## src/rtl/rice_bus_slicer_if.sv

```systemverilog
// Rice bus signal bundle: request channel (master -> slave) and response
// channel (slave -> master). The master modport drives requests and accepts
// responses; the slave modport is its mirror image.
interface rice_bus_slicer_if #(
  parameter int ADDRESS_WIDTH = 32,
  parameter int DATA_WIDTH    = 32
);
  logic                      request_valid;
  logic                      request_ready;
  logic [ADDRESS_WIDTH-1:0]  address;
  logic [DATA_WIDTH/8-1:0]   strobe;
  logic [DATA_WIDTH-1:0]     write_data;
  logic                      response_valid;
  logic                      response_ready;
  logic [DATA_WIDTH-1:0]     read_data;
  logic                      error;

  modport master (
    output request_valid, address, strobe, write_data, response_ready,
    input  request_ready, response_valid, read_data, error
  );

  modport slave (
    input  request_valid, address, strobe, write_data, response_ready,
    output request_ready, response_valid, read_data, error
  );
endinterface

```

## src/rtl/rice_bus_slicer.sv

```systemverilog
// Rice bus register slice. Each channel is either a 2-entry skid buffer
// (fully registered outputs, one beat per cycle under back-pressure) or a
// plain wire-through, selected per channel by parameter.

// Two-entry skid buffer carrying one opaque payload word.
//   state    | meaning
//   ST_EMPTY | nothing held, downstream valid low
//   ST_HALF  | main register holds the beat presented downstream
//   ST_FULL  | main + skid both hold beats, upstream ready low
module rice_bus_slicer_skid #(
  parameter int WIDTH = 8
) (
  input  logic             i_clk,
  input  logic             i_rst,
  input  logic             up_valid_i,
  input  logic [WIDTH-1:0] up_data_i,
  output logic             up_ready_o,
  output logic             dn_valid_o,
  output logic [WIDTH-1:0] dn_data_o,
  input  logic             dn_ready_i
);
  typedef enum logic [1:0] {
    ST_EMPTY = 2'd0,
    ST_HALF  = 2'd1,
    ST_FULL  = 2'd2
  } state_t;

  state_t           state_q, state_d;
  logic [WIDTH-1:0] main_q, main_d;
  logic [WIDTH-1:0] skid_q, skid_d;
  logic             up_ready_q, up_ready_d;
  logic             dn_valid_q, dn_valid_d;
  logic             in_fire, out_fire;

  // State, payload and handshake flops; ready/valid are flopped copies of
  // the next-state decode so the outputs come straight from registers.
  always_ff @(posedge i_clk or posedge i_rst) begin
    if (i_rst) begin
      state_q    <= ST_EMPTY;
      main_q     <= '0;
      skid_q     <= '0;
      up_ready_q <= 1'b1;
      dn_valid_q <= 1'b0;
    end else begin
      state_q    <= state_d;
      main_q     <= main_d;
      skid_q     <= skid_d;
      up_ready_q <= up_ready_d;
      dn_valid_q <= dn_valid_d;
    end
  end

  // Next-state and payload steering.
  always_comb begin
    state_d  = state_q;
    main_d   = main_q;
    skid_d   = skid_q;
    in_fire  = up_valid_i && up_ready_q;
    out_fire = dn_valid_q && dn_ready_i;
    case (state_q)
      ST_EMPTY: begin
        if (in_fire) begin
          state_d = ST_HALF;
          main_d  = up_data_i;
        end
      end
      ST_HALF: begin
        if (in_fire && !out_fire) begin
          state_d = ST_FULL;
          skid_d  = up_data_i;
        end else if (!in_fire && out_fire) begin
          state_d = ST_EMPTY;
        end else if (in_fire && out_fire) begin
          main_d  = up_data_i;
        end
      end
      ST_FULL: begin
        // Upstream ready is low here, so only a drain can happen.
        if (out_fire) begin
          state_d = ST_HALF;
          main_d  = skid_q;
        end
      end
      default: state_d = ST_EMPTY;
    endcase
    up_ready_d = (state_d != ST_FULL);
    dn_valid_d = (state_d != ST_EMPTY);
  end

  assign up_ready_o = up_ready_q;
  assign dn_valid_o = dn_valid_q;
  assign dn_data_o  = main_q;
endmodule

module rice_bus_slicer #(
  parameter int ADDRESS_WIDTH  = 32,
  parameter int DATA_WIDTH     = 32,
  parameter bit REQUEST_SLICE  = 1'b1,
  parameter bit RESPONSE_SLICE = 1'b1
) (
  input  logic                i_clk,
  input  logic                i_rst,
  rice_bus_slicer_if.slave    slave_if,
  rice_bus_slicer_if.master   master_if
);
  localparam int STRB_WIDTH = DATA_WIDTH / 8;
  localparam int REQ_WIDTH  = ADDRESS_WIDTH + STRB_WIDTH + DATA_WIDTH;
  localparam int RSP_WIDTH  = DATA_WIDTH + 1;

  generate
    if (REQUEST_SLICE) begin : g_req_slice
      logic [REQ_WIDTH-1:0] req_in;
      logic [REQ_WIDTH-1:0] req_out;
      logic                 req_ready;
      logic                 req_valid;

      assign req_in = {slave_if.address, slave_if.strobe, slave_if.write_data};

      rice_bus_slicer_skid #(.WIDTH(REQ_WIDTH)) u_req_skid (
        .i_clk      (i_clk),
        .i_rst      (i_rst),
        .up_valid_i (slave_if.request_valid),
        .up_data_i  (req_in),
        .up_ready_o (req_ready),
        .dn_valid_o (req_valid),
        .dn_data_o  (req_out),
        .dn_ready_i (master_if.request_ready)
      );

      assign slave_if.request_ready = req_ready;
      assign master_if.request_valid = req_valid;
      assign {master_if.address, master_if.strobe, master_if.write_data} = req_out;
    end else begin : g_req_wire
      assign master_if.request_valid = slave_if.request_valid;
      assign master_if.address       = slave_if.address;
      assign master_if.strobe        = slave_if.strobe;
      assign master_if.write_data    = slave_if.write_data;
      assign slave_if.request_ready  = master_if.request_ready;
    end

    if (RESPONSE_SLICE) begin : g_rsp_slice
      logic [RSP_WIDTH-1:0] rsp_in;
      logic [RSP_WIDTH-1:0] rsp_out;
      logic                 rsp_ready;
      logic                 rsp_valid;

      assign rsp_in = {master_if.read_data, master_if.error};

      rice_bus_slicer_skid #(.WIDTH(RSP_WIDTH)) u_rsp_skid (
        .i_clk      (i_clk),
        .i_rst      (i_rst),
        .up_valid_i (master_if.response_valid),
        .up_data_i  (rsp_in),
        .up_ready_o (rsp_ready),
        .dn_valid_o (rsp_valid),
        .dn_data_o  (rsp_out),
        .dn_ready_i (slave_if.response_ready)
      );

      assign master_if.response_ready = rsp_ready;
      assign slave_if.response_valid  = rsp_valid;
      assign {slave_if.read_data, slave_if.error} = rsp_out;
    end else begin : g_rsp_wire
      assign slave_if.response_valid  = master_if.response_valid;
      assign slave_if.read_data       = master_if.read_data;
      assign slave_if.error           = master_if.error;
      assign master_if.response_ready = slave_if.response_ready;
    end
  endgenerate
endmodule

```

## src/flat_wrapper.sv

```systemverilog
// flat-port wrapper written by rule: the top's interface ports become plain ports
module rice_bus_slicer_flat 
#(
  parameter int ADDRESS_WIDTH  = 32,
  parameter int DATA_WIDTH     = 32,
  parameter bit REQUEST_SLICE  = 1'b1,
  parameter bit RESPONSE_SLICE = 1'b1
)
  (i_clk, i_rst, slave_if_request_valid, slave_if_address, slave_if_strobe, slave_if_write_data, slave_if_response_ready, slave_if_request_ready, slave_if_response_valid, slave_if_read_data, slave_if_error, master_if_request_valid, master_if_address, master_if_strobe, master_if_write_data, master_if_response_ready, master_if_request_ready, master_if_response_valid, master_if_read_data, master_if_error);
  rice_bus_slicer_if #(.ADDRESS_WIDTH(ADDRESS_WIDTH), .DATA_WIDTH(DATA_WIDTH)) slave_if_i ();
  rice_bus_slicer_if #(.ADDRESS_WIDTH(ADDRESS_WIDTH), .DATA_WIDTH(DATA_WIDTH)) master_if_i ();
  input  logic i_clk;
  input  logic i_rst;
  input wire logic [$bits(slave_if_i.request_valid)-1:0] slave_if_request_valid;
  input wire logic [$bits(slave_if_i.address)-1:0] slave_if_address;
  input wire logic [$bits(slave_if_i.strobe)-1:0] slave_if_strobe;
  input wire logic [$bits(slave_if_i.write_data)-1:0] slave_if_write_data;
  input wire logic [$bits(slave_if_i.response_ready)-1:0] slave_if_response_ready;
  output wire logic [$bits(slave_if_i.request_ready)-1:0] slave_if_request_ready;
  output wire logic [$bits(slave_if_i.response_valid)-1:0] slave_if_response_valid;
  output wire logic [$bits(slave_if_i.read_data)-1:0] slave_if_read_data;
  output wire logic [$bits(slave_if_i.error)-1:0] slave_if_error;
  output wire logic [$bits(master_if_i.request_valid)-1:0] master_if_request_valid;
  output wire logic [$bits(master_if_i.address)-1:0] master_if_address;
  output wire logic [$bits(master_if_i.strobe)-1:0] master_if_strobe;
  output wire logic [$bits(master_if_i.write_data)-1:0] master_if_write_data;
  output wire logic [$bits(master_if_i.response_ready)-1:0] master_if_response_ready;
  input wire logic [$bits(master_if_i.request_ready)-1:0] master_if_request_ready;
  input wire logic [$bits(master_if_i.response_valid)-1:0] master_if_response_valid;
  input wire logic [$bits(master_if_i.read_data)-1:0] master_if_read_data;
  input wire logic [$bits(master_if_i.error)-1:0] master_if_error;
  assign slave_if_i.request_valid = slave_if_request_valid;
  assign slave_if_i.address = slave_if_address;
  assign slave_if_i.strobe = slave_if_strobe;
  assign slave_if_i.write_data = slave_if_write_data;
  assign slave_if_i.response_ready = slave_if_response_ready;
  assign slave_if_request_ready = slave_if_i.request_ready;
  assign slave_if_response_valid = slave_if_i.response_valid;
  assign slave_if_read_data = slave_if_i.read_data;
  assign slave_if_error = slave_if_i.error;
  assign master_if_request_valid = master_if_i.request_valid;
  assign master_if_address = master_if_i.address;
  assign master_if_strobe = master_if_i.strobe;
  assign master_if_write_data = master_if_i.write_data;
  assign master_if_response_ready = master_if_i.response_ready;
  assign master_if_i.request_ready = master_if_request_ready;
  assign master_if_i.response_valid = master_if_response_valid;
  assign master_if_i.read_data = master_if_read_data;
  assign master_if_i.error = master_if_error;
  rice_bus_slicer #(.ADDRESS_WIDTH(ADDRESS_WIDTH), .DATA_WIDTH(DATA_WIDTH), .REQUEST_SLICE(REQUEST_SLICE), .RESPONSE_SLICE(RESPONSE_SLICE)) u_core (.i_clk(i_clk), .i_rst(i_rst), .slave_if(slave_if_i), .master_if(master_if_i));
endmodule
```

## config.mk

```make
export PLATFORM = sky130hd
export DESIGN_NAME = rice_bus_slicer_flat
export DESIGN_NICKNAME = d
export VERILOG_FILES = /design/src/rtl/rice_bus_slicer_if.sv /design/src/rtl/rice_bus_slicer.sv /design/src/flat_wrapper.sv
export SDC_FILE = /design/constraint.sdc
export NUM_CORES = 1
export LEC_CHECK = 0
export CORE_MARGIN = 3
export CORE_UTILIZATION = 54
export CTS_CLUSTER_SIZE = 14
export DETAILED_ROUTE_END_ITERATION = 12
export PLACE_DENSITY = 0.86
export SLEW_MARGIN = 10
export SYNTH_ARGS = -nofsm -noshare
export SYNTH_HDL_FRONTEND = slang
export SYNTH_SLANG_ARGS = --single-unit
```

## constraint.sdc

```tcl
create_clock -name i_clk -period 21.7 [get_ports i_clk]
set_clock_uncertainty 0.05 [all_clocks]
set_input_delay 3.255 -clock i_clk [delete_from_list [all_inputs] [get_ports i_clk]]
set_output_delay 3.255 -clock i_clk [all_outputs]
set_load 0.005 [all_outputs]
```

==> reports/summary.txt <==
Netlist cell types - 31
Critical Path AT - 5.80 ns
Yosys reg bits - 210
H-tree Lvls - 1
Worst Max-Slew Pin Slew - 1.006 ns
Synth Instances - 760
setup bufs post-CTS - 0
Inst Count DP - 1149
Final Max Slew Viols - 0
worst hold slack - 0.4415 ns
Core ar. - 16060 µm²
clock root cell - clkbuf_16
antenna-violating nets left - 0
gpl congestion - 0.7669
status - completed
Worst EP required - 22.02 ns
CTS max path bufs - 3
yosys warns - 0
HPWL after DPL - 12890 µm
crit path max fanout - 45
Resized Gates After CTS - 0
Layout Utilization - 0.7422
die area - 18220 µm²
TritonRoute pass-1 iters - 4
Total Routing Usage GR - 0.2206
Worst R2R Start - u_core.g_req_slice.u_req_skid.state_q[0]$_DFF_PP0_
Residual DRC - 0
Global Route met2 Usage - 0.3788
DR vias - 6258
minimum clock period - 5.477 ns
chip width - 135.0 µm
Fin Setup TNS - 0 ns
wire length per cell - 17.05 µm
crit start category - input port
highest clock rate - 182.6 MHz
ant diodes - 0
Max rail drop VDD - 0.00009059 V
share of the synthesized area in the top cell type - 0.5793
Clock Pin Slew Worst Setup and Hold Paths - 0.06 ns
cts hold-fix bufs - 0
total of max-cap violations - 0
pin count of the biggest net entering global routing - 144
Total Wirelength - 20240 µm
Seq/Total Area, Yosys - 0.5852
number of global-route vias before repair - 6657
gr ovfl total - 0
drt initial violations - 262
Lkg Pwr - 5.480 nW
antenna violations before repair - 0
M3 GR Usage - 0.06036
Cell Area, Synth - 8985 µm²
top_reg_cell synth - dfrtp_1
Worst slew margin - 0.3294
reg-to-reg slack, setup - 18.90 ns
RSZ-0062 raised after global routing - no
cell taking the most area after synthesis - dfrtp_1
CP Class - input port to flop
num rows - 46
Syn Nets - 867
ys async rst share - 1.000
Num CTS Buffers - 22
Avg Cell Area, Syn - 11.82 µm²
# nets final - 1064
Setup crit end kind - flop
fin cells - 1187
initial core utilization - 0.5595
Post-synth EDFFs - 0
crit path launch - slave_if_request_valid
met1 Use GR - 0.2832
hold crit path type - flop to flop
vias per cell - 5.272
Tot Pwr - 1.731 mW
global routing's busiest layer - met2
CTS Sinks - 210
Layout area overhead - 32.64%
Final Hold Vio Count - 0
Worst-Skew Late Latency - 0.49 ns
TritonCTS clock tree - built
PwrDens - 145.2 nW/µm²
share of layout cells above drive strength 1 - 0.2039
total I/O pin count - 212
crit share post-route - 0.2524
die span in y - 135.0 µm
hold path start - u_core.g_req_slice.u_req_skid.dn_data_o[39]$_DFFE_PP0P_
final setup fails - 0
port buffer count - 211
Synth area leaders - dfrtp_1 58%, mux2_2 19%, nand2_1 8.7%, mux2i_1 3.7%, mux2_1 2.5%
first-pass GRT wire length - 32840 µm
cell usage in the layout, fill, tap and decap left out, drive strengths merged:
cell	netlist	routed
buf	29	7
clkinv	0	4
o32ai	1	1
nand2	209	209
o21ai	3	3
a21oi	33	33
nor2b	1	1
and2	1	1
nor3	1	1
clkdlybuf4s50	0	211
nand3	2	2
clkbuf	16	34
mux2i	33	33
a21boi	2	2
nor2	35	35
inv	4	4
nand4	1	1
nand2b	3	3
dfstp	2	2
o22ai	1	1
a21o	1	1
o311a	1	1
or3b	1	1
a31oi	1	1
o21a	2	2
mux2	169	169
dfrtp	208	208
registers in the layout, indices dropped and copies added, names as in the netlist:
register and cells:
u_core.g_req_slice.u_req_skid.dn_data_o 68, u_core.g_req_slice.u_req_skid.skid_q 68, u_core.g_rsp_slice.u_rsp_skid.dn_data_o 33, u_core.g_rsp_slice.u_rsp_skid.skid_q 33, u_core.g_req_slice.u_req_skid.state_q 2, u_core.g_rsp_slice.u_rsp_skid.state_q 2, u_core.g_req_slice.u_req_skid.dn_valid_o 1, u_core.g_req_slice.u_req_skid.up_ready_o 1
u_core.g_rsp_slice.u_rsp_skid.dn_valid_o 1, u_core.g_rsp_slice.u_rsp_skid.up_ready_o 1
cells in the mapped netlist (2+ instances only):
cell type	instances
mux2_1	20
buf_6	3
mux2i_1	33
inv_1	4
nand3_1	2
o21ai_0	2
dfrtp_1	208
o21a_1	2
dfstp_2	2
clkbuf_1	16
nor2_1	35
a21oi_1	33
buf_4	3
buf_2	22
mux2_2	149
nand2_1	209
nand2b_1	3
through the flow:
stage / area [µm²] / setup slack, ns
2_1_floorplan: 8985 / 12.66
3_3_place_gp: 11240 / 15.73
3_5_place_dp: 11240 / 15.71
4_1_cts: 11920 / 16.21
5_1_grt: 11920 / 16.09
6_report: 11920 / 16.22
routing by layer:
| metal | share of wire | up-vias | wire length [µm] |
|---|---|---|---|
| met5 | 0 | - | 0 |
| met1 | 0.42 | 3100 | 8408 |
| li1 | - | 2939 | - |
| met4 | 0.017 | 0 | 348 |
| met3 | 0.077 | 33 | 1565 |
| met2 | 0.49 | 186 | 9914 |
cell families after synthesis:
kind of cell | after synthesis | share of synthesized area
AOI/OAI and AO/OA | 45 | 0.03022
buffers and inverters | 49 | 0.02729
DFF | 210 | 0.5852
muxes | 202 | 0.2486
and+or+nand+nor | 254 | 0.1088
layout make-up:
class	instances	area (µm²)
fill	1065	4140
multi-input combinational	501	3526
timing repair buffer	218	2165
sequential	210	5258
inverter	4	22.52
clock buffer	34	656.9
clock inverter	4	20.02
tap	216	270.3
critical path, stage by stage:
cell	delay (ns)
clkdlybuf4s50_1	0.43
nand2_1	0.18
o21ai_2	0.09
a31oi_4	0.74
buf_4	0.64
mux2_2	0.41
report_power, final:
| part | total (mW) | switching [mW] | internal, mW |
|---|---|---|---|
| Sequential | 0.705 | 0.111 | 0.595 |
| Clock | 0.353 | 0.146 | 0.207 |
| Combinational | 0.673 | 0.265 | 0.408 |
final timing paths:
kind                                                                            to  cells past startpoint
setup / recovery           u_core.g_req_slice.u_req_skid.dn_data_o[13]$_DFFE_PP0P_                      6
hold / removal             u_core.g_req_slice.u_req_skid.dn_data_o[39]$_DFFE_PP0P_                      1
setup reg to reg           u_core.g_req_slice.u_req_skid.dn_data_o[13]$_DFFE_PP0P_                      5
hold reg to reg            u_core.g_req_slice.u_req_skid.dn_data_o[39]$_DFFE_PP0P_                      1
max in group asynchronous     u_core.g_rsp_slice.u_rsp_skid.skid_q[25]$_DFFE_PP0P_                      3
min in group asynchronous      u_core.g_rsp_slice.u_rsp_skid.skid_q[3]$_DFFE_PP0P_                      2
Note: power is estimated with default switching activity, not from simulation.
